==> config.mk <==
export PLATFORM = sky130hd
export DESIGN_NAME = jt053244_draw
export DESIGN_NICKNAME = d
export VERILOG_FILES = /design/src/rtl/jt053244_draw.sv
export SDC_FILE = /design/constraint.sdc
export NUM_CORES = 1
export LEC_CHECK = 0
export CAP_MARGIN = 0
export CORE_AREA = 2 2 120 122
export CTS_BUF_LIST = sky130_fd_sc_hd__clkbuf_2
export CTS_CLUSTER_SIZE = 16
export DETAILED_ROUTE_END_ITERATION = 8
export DIE_AREA = 0 0 122 124
export GPL_TIMING_DRIVEN = 1
export PLACE_DENSITY = 0.94
export SLEW_MARGIN = 25
export SYNTH_ARGS = -nofsm -noshare
export SYNTH_HDL_FRONTEND = slang
export SYNTH_SLANG_ARGS = --single-unit
==> constraint.sdc <==
create_clock -name clk -period 8.3 [get_ports clk]
set_input_delay 1.66 -clock clk [delete_from_list [all_inputs] [get_ports clk]]
set_output_delay 1.66 -clock clk [all_outputs]
set_load 0.1 [all_outputs]
==> src/rtl/jt053244_draw.sv <==
// jt053244_draw
// Sprite tile row drawer. One dr_start fetches a 16-pixel tile row as two
// 32-bit ROM words, steps through it with a horizontal zoom accumulator and
// writes the opaque pixels into the object line buffer, one pixel per clock.
module jt053244_draw #(
  parameter int HZ_UNITY = 64,   // hzoom for 1:1, 6 fractional bits
  parameter int PXL_MAX  = 511   // hard cap on pixels emitted per tile
) (
  input  logic        clk,
  input  logic        rst,

  input  logic        dr_start,
  output logic        dr_busy,
  input  logic [15:0] code,
  input  logic [6:0]  attr,
  input  logic        shd,
  input  logic        hflip,
  input  logic [9:0]  hpos,
  input  logic [3:0]  ysub,
  input  logic [11:0] hzoom,
  input  logic        hz_keep,

  output logic        rom_cs,
  output logic [20:0] rom_addr,
  input  logic [31:0] rom_data,
  input  logic        rom_ok,

  output logic        buf_we,
  output logic [8:0]  buf_addr,
  output logic [11:0] buf_din
);

  typedef enum logic [1:0] {
    IDLE   = 2'd0,
    FETCH0 = 2'd1,
    FETCH1 = 2'd2,
    DRAW   = 2'd3
  } state_t;

  // Accumulator value that marks the end of the 16 source pixels
  localparam logic [12:0] ACC_END = 13'(16 * HZ_UNITY);
  localparam logic [8:0]  CNT_LAST = 9'(PXL_MAX - 1);

  state_t      st, st_nx;

  // Per-tile latched request
  logic [15:0] code_l;
  logic [6:0]  attr_l;
  logic        shd_l;
  logic        hflip_l;
  logic [3:0]  ysub_l;
  logic [11:0] hz_l;

  // Drawing state; x and carry survive between tiles for hz_keep chaining
  logic [9:0]  x;
  logic [12:0] acc;
  logic [9:0]  carry;
  logic [8:0]  cnt;
  logic [31:0] half0, half1;

  // ROM handshake: cs_r is the registered chip select, arm goes high one
  // clock after a new address is presented so a leftover rom_ok is ignored
  logic        cs_r;
  logic        arm;
  logic        rom_take;

  // Pixel decode and stepping
  logic [3:0]  src;
  logic [31:0] word;
  logic [2:0]  bit_i;
  logic [3:0]  pix;
  logic [11:0] hz_eff;
  logic [12:0] acc_nx;
  logic        draw_end;
  logic        pix_vis;

  assign rom_take = rom_ok & arm;

  // Source pixel selection, bitplane gather and accumulator step
  always_comb begin
    // NOTE: every signal gets a default first so no path leaves it unassigned,
    // which would otherwise infer a latch.
    src      = hflip_l ? ~acc[9:6] : acc[9:6];   // ~s == 15-s on 4 bits
    word     = src[3] ? half1 : half0;
    bit_i    = src[2:0];
    // Bits 31-i, 23-i, 15-i, 7-i: each plane byte holds one bit per pixel
    pix      = {word[{2'b11, ~bit_i}], word[{2'b10, ~bit_i}],
                word[{2'b01, ~bit_i}], word[{2'b00, ~bit_i}]};
    hz_eff   = (hz_l == 12'd0) ? 12'd1 : hz_l;
    acc_nx   = acc + {1'b0, hz_eff};
    draw_end = (acc_nx >= ACC_END) || (cnt == CNT_LAST);
    pix_vis  = (pix != 4'd0) && !x[9];
  end

  // FSM state register
  always_ff @(posedge clk or posedge rst) begin
    // NOTE: sequential state uses non-blocking assignments so every register
    // samples the values from before this edge, regardless of block order.
    if (rst) st <= IDLE;
    else     st <= st_nx;
  end

  // FSM next-state logic
  always_comb begin
    st_nx = st;
    case (st)
      IDLE:    if (dr_start) st_nx = FETCH0;
      FETCH0:  if (rom_take) st_nx = FETCH1;
      FETCH1:  if (rom_take) st_nx = DRAW;
      DRAW:    if (draw_end) st_nx = IDLE;
      default: st_nx = IDLE;
    endcase
  end

  // Request latch, ROM capture and per-pixel x/accumulator stepping
  always_ff @(posedge clk or posedge rst) begin
    if (rst) begin
      code_l  <= '0;
      attr_l  <= '0;
      shd_l   <= 1'b0;
      hflip_l <= 1'b0;
      ysub_l  <= '0;
      hz_l    <= '0;
      x       <= '0;
      acc     <= '0;
      carry   <= '0;
      cnt     <= '0;
      half0   <= '0;
      half1   <= '0;
      cs_r    <= 1'b0;
      arm     <= 1'b0;
    end else begin
      case (st)
        IDLE: begin
          if (dr_start) begin
            code_l  <= code;
            attr_l  <= attr;
            shd_l   <= shd;
            hflip_l <= hflip;
            ysub_l  <= ysub;
            hz_l    <= hzoom;
            cnt     <= '0;
            cs_r    <= 1'b1;
            arm     <= 1'b0;
            if (hz_keep) begin
              acc <= {3'b000, carry};   // x already holds the previous x_end
            end else begin
              x   <= hpos;
              acc <= '0;
            end
          end
        end
        FETCH0: begin
          if (rom_take) begin
            half0 <= rom_data;
            arm   <= 1'b0;              // address changes to the second half
          end else begin
            arm   <= 1'b1;
          end
        end
        FETCH1: begin
          if (rom_take) begin
            half1 <= rom_data;
            arm   <= 1'b0;
            cs_r  <= 1'b0;
          end else begin
            arm   <= 1'b1;
          end
        end
        DRAW: begin
          x   <= x + 10'd1;             // wraps so off-left tiles re-enter
          acc <= acc_nx;
          cnt <= cnt + 9'd1;
          if (draw_end) carry <= 10'(acc_nx - ACC_END);
        end
        default: ;
      endcase
    end
  end

  // Outputs decoded from state so a reset clears them without waiting a clock
  always_comb begin
    dr_busy  = (st != IDLE);
    rom_cs   = cs_r;
    rom_addr = cs_r ? {code_l, ysub_l, st == FETCH1} : 21'd0;
    buf_we   = (st == DRAW) && pix_vis;
    buf_addr = buf_we ? x[8:0] : 9'd0;
    buf_din  = buf_we ? {shd_l, attr_l, pix} : 12'd0;
  end

endmodule

==> results of run 1 <==
registers in the layout (all words and copies together) (netlist names), 4 cells and up:
register and count:
code_l 16, half0 32, half1 32, cnt 9, acc 13, carry 10, ysub_l 4, x 10
hz_l 12, attr_l 7
synth_stat cells, types with 6 or more instances:
library cell,n
dfrtp_1,151
mux2_2,118
nor2_1,42
and2_1,39
a21oi_1,38
mux2i_1,36
nand2_1,32
clkbuf_1,30
o21ai_0,27
ha_1,19
nand3_1,16
inv_1,14
a22oi_1,13
a21o_1,11
nor2b_1,9
xor2_1,9
nand4_1,8
a31oi_1,7
nand2b_1,7
nor3_1,7
o22ai_1,7
a222oi_1,6
nor4_1,6
xnor2_1,6
through the flow:
stage                     std cells  instance area, µm²  utilization, %  hold slack, ns
after floorplan                 737                8150               -           0.456
after global placement         1008                9490            69.2           0.470
after detailed placement       1008                9500            69.3           0.473
after CTS                      1039                9760            71.1           0.520
after global routing           1040                9770            71.2           0.532
final                          1040                9770            71.2           0.519
cell type report:
type | count | share of cell area [%]
clock buffers | 20 | 1.02
diodes | 1 | 0.0256
flip-flops and latches | 151 | 38.7
inverters | 14 | 0.589
repair buffers | 136 | 13.8
clock inverters | 11 | 1.60
well taps | 180 | 2.30
multi-input cells | 527 | 41.9
worst max path at each step:
stage / endpoint / start / slack, ns
after floorplan: acc[0] / rst / 2.58
after global placement: buf_din[11] / acc[9] / 1.98
after detailed placement: buf_din[8] / acc[9] / 2.02
after CTS: buf_din[8] / acc[9] / 1.22
after global routing: buf_din[8] / acc[6] / 1.24
final: buf_din[8] / acc[6] / 1.55
logic make-up (layout without fill, tap and decap cells):
group,Yosys count,in the layout,share of synthesized area (%)
simple gates,188,188,12.3
compound gates,150,150,12.3
mux,154,154,20.7
buf+inv,59,181,3.61
xor+xnor,15,15,1.61
flops,151,151,46.4
other cells,0,1,0
fa+ha+maj,20,20,3.16
critical path: cells and delay by family (launching register included):
kind	cells	cell delay [ns]
AND/OR/NAND/NOR	4	0.84
buffers and inverters	1	1.15
AO/OA/AOI/OAI	3	1.61
flip-flops	1	0.78
layer usage:
layer / routed length (µm) / global-route usage, %
met1: 7760 / 31.2
met2: 9750 / 45.7
met3: 1300 / 7.33
met4: 275 / 5.24
met5: 0 / 0
placed cells by master, fill, tap and decap left out, types with 3 or more instances in the layout:
cell               n
mux2i_1           36
a222oi_1           6
o31a_1             4
nand3_1           16
o22ai_1            7
o21a_1             5
a21o_1            11
xor2_1             9
xnor2_1            6
nand2_1           31
nor3_1             7
clkdlybuf4s50_1  132
o21bai_1           5
a21oi_1           38
bufinv_16          4
dfrtp_1          149
o2bb2ai_1          5
or3_1              3
nand4_1            8
ha_1              19
nand3b_1           5
and3_1             3
nor2_1            42
a31oi_1            7
nor4_1             6
buf_4              4
mux2_2           118
o21ai_0           27
inv_1             13
clkinv_1           4
clkbuf_2          20
a22oi_1           13
nand4b_1           3
nand2b_1           7
nor2b_1            9
and2_1            39
==> reports/results.ini, run 1 <==
[timing]
relSlewSlack_pct = 32.5
finalCriticalPeriod_ns = 6.75
setup_viol = 0
period_share_pct = 81.3
hold_viol_final = 0
fin_ws_ns = 1.55
fin_skew_ns = 0.0212
max_freq_mhz = 148
tightest_slew_ns = 1.01
drv_slew = 0
setup_tns_ns = 0
rsz0062_at_grt = no

[grt]
grt_max_degree = 102
antenna_found_initial = 1
grt_first_pass_wirelength_mm = 30.4
grt.total_usage_pct = 25.6
grt-ovfl-total = 0
grt_pass1_vias = 6226

[cells_and_area]
drive_gt1_share_pct = 18.9
nNetsFinal = 955
seqCellArea_mm2 = 0.00378
area_delta_synth_final_pct = 19.9
multi_input_area_mm2 = 0.00410
fillers = 1013

[hold_path]
hold_path_class = reg2reg
hold_depth = 1
min_to = carry[5]
holdCritStartpoint = carry[5]

[yosys]
synthDistinctLibCells = 63
synth_top_area_share_pct = 46.4
ys_seq_elements = 151
seq_area_frac_synth_pct = 46.4
synthesis.nets = 845
async_reset_ff_share_pct = 100
yosys.area.top_type = dfrtp_1
syn_avg_cell_area_um2 = 11.1
synth-edff-count = 0
synth_area_leaders = dfrtp_1, mux2_2, mux2i_1, and2_1, ha_1
synthCells = 737
syn_area_mm2 = 0.00815
synth.yosys.warnings = 0
ys.flop_type = dfrtp_1

[floorplan]
dieArea_mm2 = 0.0151
coreArea_mm2 = 0.0137
dieHeight_um = 124
die_w_um = 122
ios = 133
initial_core_util_pct = 59.4
row_count = 43

[routing]
vias_per_cell = 6.03
via_count = 6273
firstDrtPassIters = 6
routedWlPerCell_um = 18.3
ant_nets = 0
wirelength_mm = 19.1
drc_errors = 0
drt_iter0_drc = 501

[clocking]
clk_pin_slew_worst_paths_ns = 0.21
numCtsBuffers = 17
clk_latency_ns = 0.69
ctsResizeCount = 0
clockRootBuffer = clkbuf_2
postCtsSetupRepairBufs = 0
cts_hold_buf = 0
cts_tree = done
clock_path_buffers = 2
cts.sinks = 151
cts_max_level = 4

[setup_path]
crit_type = reg2out
cp_max_fo = 47
reg2reg_to = carry[8]
rr_startpoint = hz_l[1]
end_kind = output pin
crit_slowest_cell = clkdlybuf4s50_1
crit_required_ns = 6.64
r2r_slack_ns = 4.59
slowest_delay_ns = 1.15
reg2reg_depth = 12
critPathArrivalTime_ns = 5.09
startpoint_type = flop
path_cells = nand2b_1 > o21ai_1 > a222oi_1 > nor3_2 > nor4_1 > a211oi_4 > and2_1 > clkdlybuf4s50_1

[placed_design]
dp_hpwl_mm = 13.3
io_buffers = 132
routabilityCongestion = 0.942
dp_slack_ns = 2.02

[run]
cap_viol_max_count = 0

[run_status]
status = finished clean

Power of run 1 is left out: the tool's default activity adds up to more than one toggle a clock period on the data nets, which glitch-free logic cannot reach.
==> run 2: changes to the inputs <==
--- a/config.mk
+++ b/config.mk
@@ -6,13 +6,13 @@
 export NUM_CORES = 1
 export LEC_CHECK = 0
 export CAP_MARGIN = 0
-export CORE_AREA = 2 2 120 122
+export CORE_AREA = 2 2 131 133
 export CTS_BUF_LIST = sky130_fd_sc_hd__clkbuf_2
 export CTS_CLUSTER_SIZE = 16
 export DETAILED_ROUTE_END_ITERATION = 8
-export DIE_AREA = 0 0 122 124
+export DIE_AREA = 0 0 133 135
 export GPL_TIMING_DRIVEN = 1
-export PLACE_DENSITY = 0.94
+export PLACE_DENSITY = 0.85
 export SLEW_MARGIN = 25
 export SYNTH_ARGS = -nofsm -noshare
 export SYNTH_HDL_FRONTEND = slang
==> constraint.sdc (replaced) <==
create_clock -name clk -period 5.6 [get_ports clk]
set_input_delay 1.12 -clock clk [delete_from_list [all_inputs] [get_ports clk]]
set_output_delay 1.12 -clock clk [all_outputs]
set_load 0.1 [all_outputs]
==> run 2 against run 1 <==
Compared with the run above: cell count increased by 4.3%; setup slack got worse by 1.2 ns; wire length decreased by 1.6%; die area increased by 19%; highest routed layer unchanged; critical path type unchanged; clock skew increased by 0.0097 ns; critical endpoint is now buf_addr[6]; non-clock buffer count increased by 5.
==> reports/results.ini, run 2 (synthesized netlist as in run 1, its figures left out) <==
[run_status]
status = finished clean

[clocking]
cts_hold_buf = 0
clk_pin_slew_worst_paths_ns = 0.19
postCtsSetupRepairBufs = 0
numCtsBuffers = 17
cts.sinks = 151
cts_max_level = 4
cts_tree = done
clk_latency_ns = 0.69
ctsResizeCount = 0
clock_path_buffers = 2
clockRootBuffer = clkbuf_2

[setup_path]
startpoint_type = flop
cp_max_fo = 32
rr_startpoint = hz_l[1]
path_buf_inv = 3
reg2reg_to = carry[7]
crit_required_ns = 4.48
crit_family = compound AO/OA/AOI/OAI gates
crit_type = reg2out
r2r_slack_ns = 1.98
reg2reg_depth = 12
cpMostUsedCell = buf_4
path_cells = buf_4 > nand3b_1 > o21ai_1 > a222oi_1 > a21oi_1 > nor4_2 > a211oi_2 > buf_4 > and2_1 > buf_12
slowest_delay_ns = 0.92
critPathArrivalTime_ns = 4.14
crit_slowest_cell = dfrtp_2
end_kind = output pin

[grt]
antenna_found_initial = 0
grt-ovfl-total = 0
grt_max_degree = 74
grt_first_pass_wirelength_mm = 31.3
grt.total_usage_pct = 21.6
grt_pass1_vias = 6243

[routing]
routedWlPerCell_um = 17.3
wirelength_mm = 18.8
via_count = 6155
ant_nets = 0
drc_errors = 0
drt_iter0_drc = 465
vias_per_cell = 5.67
firstDrtPassIters = 5

[cells_and_area]
area_delta_synth_final_pct = 21.7
top_regs = half0 (32), half1 (32), code_l (16)
multi_input_area_mm2 = 0.00408
nNetsFinal = 960
seqCellArea_mm2 = 0.00378
mostFrequentLayoutCell = dfrtp_1
final_cell_mix = dfrtp_1, mux2_2, clkdlybuf4s50_1
drive_gt1_share_pct = 22.0
fillers = 1350
instances_no_fill = 1085

[hold_path]
min_to = carry[4]
hold_depth = 1
holdCritStartpoint = carry[4]
hold_path_class = reg2reg

[floorplan]
die_w_um = 133
initial_core_util_pct = 49.7
coreArea_mm2 = 0.0164
dieHeight_um = 135
ios = 133
dieArea_mm2 = 0.0180
row_count = 47

[placed_design]
place_inst = 1053
routabilityCongestion = 0.883
io_buffers = 132
dp_slack_ns = 1.17
dp_hpwl_mm = 13.5

[timing]
hold_viol_final = 0
setup_tns_ns = 0
max_freq_mhz = 190
rsz0062_at_grt = no
drv_slew = 0
relSlewSlack_pct = 32.3
finalCriticalPeriod_ns = 5.26
period_share_pct = 93.9
fin_skew_ns = 0.0308
setup_viol = 0
fin_ws_ns = 0.341
tightest_slew_ns = 1.01
hold_slack_ns = 0.520

[run]
cap_viol_max_count = 0

[run 2: changes by cell type in the layout (fill, tap and decap cells not counted), moves of 2 or more]
cell,before,now
clkinv_2,1,5
clkdlybuf4s50_1,132,110
clkinv_1,4,2
buf_4,4,13
buf_12,0,18
bufinv_16,4,0
[run 2: layout make-up]
type                            instances  share of cell area (%)
Tap cell                              220                    2.77
Clock buffer                           21                    1.06
Multi-Input combinational cell        527                    41.2
Sequential cell                       151                    38.1
Antenna cell                            1                  0.0252
Timing Repair Buffer                  141                    15.7
Clock inverter                         10                   0.580
Inverter                               14                   0.580
[run 2: how the worst max path moves through the flow]
stage / depth (start not counted) / slack, ns / start / end
floorplan: 1 / 0.42 / rst / acc[0]
global placement: 10 / 1.32 / acc[6] / buf_addr[4]
detailed placement: 10 / 1.17 / acc[6] / buf_addr[4]
CTS: 10 / 0.35 / acc[6] / buf_addr[6]
global route: 10 / 0.07 / acc[6] / buf_din[7]
finish: 10 / 0.34 / acc[6] / buf_addr[6]
[run 2: worst register-to-register path, stage by stage (launching register included)]
cell	delay, ns
dfrtp_1	0.46
nor4_1	0.34
a31o_2	0.20
ha_1	0.18
inv_1	0.06
fa_1	0.40
nor2b_1	0.21
o2111ai_1	0.21
a21oi_1	0.31
o31a_1	0.17
o22ai_1	0.11
o21ai_2	0.47
mux2_2	0.40
[run 2: per-stage QoR]
stage	cell area, µm²	utilization, %
final	9920	60.5
after detailed placement	9750	59.4
after global routing	9920	60.5
after global placement	9750	59.4
after floorplan	8150	-
after CTS	9910	60.4
[run 2: layer usage]
metal / GRT usage (%) / share of wire (%) / vias to the layer above
met4: 3.52 / 0.69 / 0
met1: 27.9 / 43 / 3058
met5: 0 / 0 / -
li1: - / - / 2911
met2: 37.8 / 51 / 171
met3: 5.33 / 5.3 / 15
Power of run 2 is left out for the same reason.
